===== src/rtl/div16_seq.sv =====
// Iterative restoring divider: one trial subtraction per clock under a start/busy/done
// handshake, producing unsigned quotient and remainder with a divide-by-zero flag.
module div16_seq #(
  parameter int WIDTH = 16
) (
  input  logic             clk,
  input  logic             rst_n,
  input  logic             start,
  input  logic [WIDTH-1:0] dividend,
  input  logic [WIDTH-1:0] divisor,
  output logic             busy,
  output logic             done,
  output logic [WIDTH-1:0] quotient,
  output logic [WIDTH-1:0] remainder,
  output logic             div_by_zero
);

  localparam int CW = $clog2(WIDTH + 1);
  localparam logic [CW-1:0]  CNT_INIT = CW'(WIDTH);
  localparam logic [CW-1:0]  CNT_ONE  = CW'(1);
  localparam logic [WIDTH:0] ONE_W1   = (WIDTH + 1)'(1);

  typedef enum logic [1:0] {IDLE, RUN, FIN} state_t;

  state_t           state_q, state_d;
  logic [CW-1:0]    cnt_q, cnt_d;
  logic [WIDTH-1:0] q_q, q_d;
  logic [WIDTH-1:0] r_q, r_d;
  logic [WIDTH-1:0] d_q, d_d;
  logic             dz_q, dz_d;
  logic             done_q, done_d;
  logic [WIDTH-1:0] quo_q, quo_d;
  logic [WIDTH-1:0] rem_q, rem_d;
  logic             dbz_q, dbz_d;

  // R never exceeds the divisor between iterations, so its top bit is only
  // needed in the shifted value and the trial difference.
  logic [WIDTH:0] r_sh;
  logic [WIDTH:0] trial;

  assign r_sh  = {r_q, q_q[WIDTH-1]};
  assign trial = r_sh + ~{1'b0, d_q} + ONE_W1;

  always_ff @(posedge clk) begin
    if (!rst_n) begin
      state_q <= IDLE;
      cnt_q   <= '0;
      q_q     <= '0;
      r_q     <= '0;
      d_q     <= '0;
      dz_q    <= 1'b0;
      done_q  <= 1'b0;
      quo_q   <= '0;
      rem_q   <= '0;
      dbz_q   <= 1'b0;
    end else begin
      state_q <= state_d;
      cnt_q   <= cnt_d;
      q_q     <= q_d;
      r_q     <= r_d;
      d_q     <= d_d;
      dz_q    <= dz_d;
      done_q  <= done_d;
      quo_q   <= quo_d;
      rem_q   <= rem_d;
      dbz_q   <= dbz_d;
    end
  end

  always_comb begin
    state_d = state_q;
    case (state_q)
      IDLE: if (start) state_d = (divisor == '0) ? FIN : RUN;
      RUN:  if (cnt_q == CNT_ONE) state_d = FIN;
      FIN:  state_d = IDLE;
      default: state_d = IDLE;
    endcase
  end

  always_comb begin
    busy = (state_q != IDLE);
  end

  always_comb begin
    cnt_d  = cnt_q;
    q_d    = q_q;
    r_d    = r_q;
    d_d    = d_q;
    dz_d   = dz_q;
    done_d = 1'b0;
    quo_d  = quo_q;
    rem_d  = rem_q;
    dbz_d  = dbz_q;
    case (state_q)
      IDLE: begin
        if (start) begin
          q_d   = dividend;
          d_d   = divisor;
          r_d   = '0;
          cnt_d = CNT_INIT;
          dz_d  = (divisor == '0);
        end
      end
      RUN: begin
        cnt_d = cnt_q - CNT_ONE;
        if (!trial[WIDTH]) begin
          r_d = trial[WIDTH-1:0];
          q_d = {q_q[WIDTH-2:0], 1'b1};
        end else begin
          r_d = r_sh[WIDTH-1:0];
          q_d = {q_q[WIDTH-2:0], 1'b0};
        end
      end
      FIN: begin
        done_d = 1'b1;
        if (dz_q) begin
          // No iterations ran, so Q still holds the captured dividend.
          quo_d = '1;
          rem_d = q_q;
          dbz_d = 1'b1;
        end else begin
          quo_d = q_q;
          rem_d = r_q;
          dbz_d = 1'b0;
        end
      end
      default: ;
    endcase
  end

  assign done        = done_q;
  assign quotient    = quo_q;
  assign remainder   = rem_q;
  assign div_by_zero = dbz_q;

endmodule


===== config.mk =====
export PLATFORM = sky130hd
export DESIGN_NAME = div16_seq
export DESIGN_NICKNAME = d
export VERILOG_FILES = /design/src/rtl/div16_seq.sv
export SDC_FILE = /design/constraint.sdc
export NUM_CORES = 1
export LEC_CHECK = 0
export ABC_AREA = 1
export CAP_MARGIN = 0
export CORE_MARGIN = 2
export CORE_UTILIZATION = 51
export CTS_BUF_LIST = sky130_fd_sc_hd__clkbuf_8
export DETAILED_ROUTE_END_ITERATION = 10
export PLACE_DENSITY = 0.78
export SYNTH_ARGS = -nofsm -noshare
export SYNTH_HDL_FRONTEND = slang
export SYNTH_SLANG_ARGS = --single-unit

===== constraint.sdc =====
create_clock -name clk -period 1.84 [get_ports clk]
set_input_delay 0.276 -clock clk [delete_from_list [all_inputs] [get_ports clk]]
set_output_delay 0.276 -clock clk [all_outputs]
set_load 0.02 [all_outputs]

==> PnR_summary.wiki <==
{| class="wikitable"
! Metric !! Value
|-
| Violated checks || setup timing
|-
| Metal3 WL || 698 microns
|-
| Initial antenna violation count || 0
|-
| Count of unique library cells instantiated by Yosys || 40
|-
| Number of DRC violations after detailed-routing iteration 0 || 267
|-
| Worst-path fanout max || 8
|-
| Final ANT Viol Nets || 0
|-
| Maximum Capacitance Violations || 0
|-
| Worst Setup Slack, final || -122 ps
|-
| Share of the core filled with cells || 68.3%
|-
| Synthesis-to-finish area growth || 29.8%
|-
| Highest routed layer || met4
|-
| Total clock buffers created by CTS || 9
|-
| Final cycle utilization of the critical path || 107%
|-
| CTS clk-pin slew, worst paths || 90 ps
|-
| Fin Setup TNS || -1510 ps
|-
| Detailed placer's ending HPWL || 9450 microns
|-
| Flip-flop cell with the highest count after synthesis || dfxtp_1
|-
| Number of warnings reported in the yosys synthesis log || 0
|-
| Floorplan row count || 35
|-
| Fraction of the yosys area taken by sequential cells || 37.0%
|-
| Chip Width || 102 microns
|-
| Outcome || finished, violations left
|-
| Die span in y || 102 microns
|-
| Count of vias placed by the detailed router || 4964
|-
| Final max-slew violation count || 0
|-
| Reg2reg setup slack || -120 ps
|-
| Overflow after GRT || 0
|-
| Final net count || 865
|-
| Core footprint || 9240 sq um
|-
| FMAX || 0.510 GHz
|-
| Final Critical Period || 1960 ps
|-
| Worst min path class || register to register
|-
| Floorplan die area || 10300 sq um
|-
| GRT Util Overall || 25.9%
|-
| Fraction of final layout cells with drive strength greater than 1 || 17.9%
|-
| Share of flip-flops with an asynchronous set or reset || 0%
|-
| Peak supply drop || 0.000605 V
|-
| Synth Register Bits || 90
|-
| Vias per cell || 5.25
|-
| Insertion delay of the later-clocked pin in the worst-skew pair || 360 ps
|-
| RSZ-0062 raised after global routing || true
|-
| Worst endpoint required time || 2140 ps
|-
| Pin count of the biggest net entering global routing || 47
|-
| Total I/O pin count || 70
|-
| Number of synthesized flops with an enable pin || 0
|-
| CTS hold repair buffers || 0
|-
| Final setup skew || 8.44 ps
|-
| Clock tree from TritonCTS || built
|-
| Storage cell area || 1800 sq um
|-
| Post-Syn Nets || 761
|-
| Pwr Density || 1040 nW/um^2
|-
| Mean post-synth cell area || 6.88 sq um
|-
| Clk sink count || 90
|-
| Final setup violating endpoints || 17
|-
| Antenna diode count || 0
|-
| Met2 routed WL || 6390 microns
|-
| Starting density of the core || 52.6%
|-
| Final wirelength || 13300 microns
|-
| Layout fillers || 766
|-
| Critical Setup Path Class || register to register
|-
| Worst-case clock buffer depth || 2
|-
| Number of iterations in the first detailed-routing pass || 4
|-
| Via count of the first global-routing pass || 4738
|-
| Endpoint type of the worst setup path || register
|-
| Syn Inst Count || 707
|-
| Slew headroom || 70.2%
|-
| IO Port Bufs || 69
|-
| Kind of launch point of the worst setup path || register
|-
| CP Data Arrival Time || 2260 ps
|-
| Area of the mapped netlist || 4860 sq um
|-
| Final count of hold timing violations || 0
|-
| Routability cong. || 0.916
|-
| Total routed wire length on the met1 layer || 5790 microns
|-
| Clock root buffer || clkbuf_8
|-
| Global-route wire length before repair || 21400 microns
|-
| Cell leakage power || 2.83 nW
|-
| Multi-input gate area || 2730 sq um
|-
| Drt wl/cell || 14.1 microns
|-
| Tightest Pin Transition || 444 ps
|-
| Clock H-tree levels || 3
|-
| Drc violations || 0
|}
-- cell usage in the layout, fill, tap and decap left out, drive strengths merged, types with 18 or more instances in the layout --
master and count:
dfxtp 90, nor2 34, ha 18, clkdlybuf4s50 69, buf 52, a21oi 94
inv 95, nand2 219, nand3 32, o21ai 59
-- timing repair --
| action | in CTS | in global routing |
|---|---|---|
| gates cloned | 3 | 0 |
| resized for setup | 15 | 13 |
| pin swaps | 8 | 8 |
| setup buffers | 1 | 1 |
| setup endpoints to repair | 17 | 17 |
-- critical path: stages, from the launching register on --
cell	delay [ps]
dfxtp_2	330
inv_2	70
ha_4	120
inv_2	40
fa_2	330
nand2_1	90
nand2_2	70
nand3_2	70
nand2_2	70
nand2_4	100
nand2_4	90
nand2_8	120
nand2_8	110
nand2_4	80
nand3_2	70
a21oi_2	150
-- metrics by stage --
stage	total power, mW	setup slack, ps	instance area [sq um]	hold slack, ps	instances
floorplan	4.18	-20.9	4880	433	707
CTS	6.36	-99.2	6260	467	944
global route	6.93	-231	6310	492	945
global placement	4.83	-93.0	5970	449	924
detailed placement	4.91	-164	5970	453	924
finish	6.54	-122	6310	463	945
-- registers in the layout (all words and copies together), names as in the netlist --
| name | count |
|---|---|
| dz_q | 1 |
| state_q | 2 |
| r_q | 16 |
| quotient | 16 |
| remainder | 16 |
| d_q | 16 |
| done | 1 |
| cnt_q | 5 |
| q_q | 16 |
| div_by_zero | 1 |
-- metal layers --
layer  track usage (%)  up-vias
li1                  -     2473
met1              31.8     2293
met2              44.8      160
met3              4.55       38
met4              10.4        0
met5                 0        -
-- synth_stat cells, drive strengths merged (2+ instances only) --
cell type / count / share of area (%)
or2: 2 / 0.31
o21ai: 59 / 6.1
clkbuf: 22 / 1.7
nor2: 34 / 2.7
nand4: 2 / 0.26
nand3: 32 / 4.5
nand3b: 3 / 0.46
a21oi: 94 / 11
ha: 18 / 4.6
nor3: 6 / 0.72
a31oi: 9 / 1.2
nand2: 216 / 18
dfxtp: 90 / 37
buf: 9 / 1.5
nor4: 2 / 0.26
clkinv: 2 / 0.15
inv: 92 / 7.1
xor2: 3 / 0.54
xnor2: 4 / 0.72
-- logic make-up (layout without fill, tap and decap cells) --
group | Yosys count | after routing | share of synthesized area (%)
adder cells (fa/ha/maj) | 19 | 19 | 5.04
AND/OR/NAND/NOR | 300 | 303 | 27.5
buffers and inverters | 125 | 231 | 10.4
AO/OA/AOI/OAI | 166 | 166 | 18.7
flip-flops | 90 | 90 | 37.0
XOR/XNOR | 7 | 7 | 1.26
-- final cells by class --
cell class              count  share of cell area (%)
clock buffers               9                    1.96
clock inverters             7                   0.832
inverters                  94                    5.59
multi-input cells         495                    43.2
flip-flops and latches     90                    28.6
well taps                 129                    2.56
repair buffers            121                    17.3
-- report_power, final --
part | internal [mW] | total (mW) | switching, mW
registers | 2.11 | 2.24 | 0.132
logic | 1.16 | 3.04 | 1.87
clock network | 0.498 | 1.26 | 0.762
-- worst paths after layout --
| kind | start | to | depth (start not counted) |
|---|---|---|---|
| worst min-delay path | d_q[7]$_SDFFE_PN0P_ | d_q[7]$_SDFFE_PN0P_ | 2 |
| worst max-delay path | q_q[15]$_SDFFE_PN0P_ | r_q[8]$_SDFFE_PN0P_ | 15 |
| worst max register to register | q_q[15]$_SDFFE_PN0P_ | r_q[8]$_SDFFE_PN0P_ | 15 |
| worst min register to register | d_q[7]$_SDFFE_PN0P_ | d_q[7]$_SDFFE_PN0P_ | 2 |
Note: power is estimated with default switching activity, not from simulation.
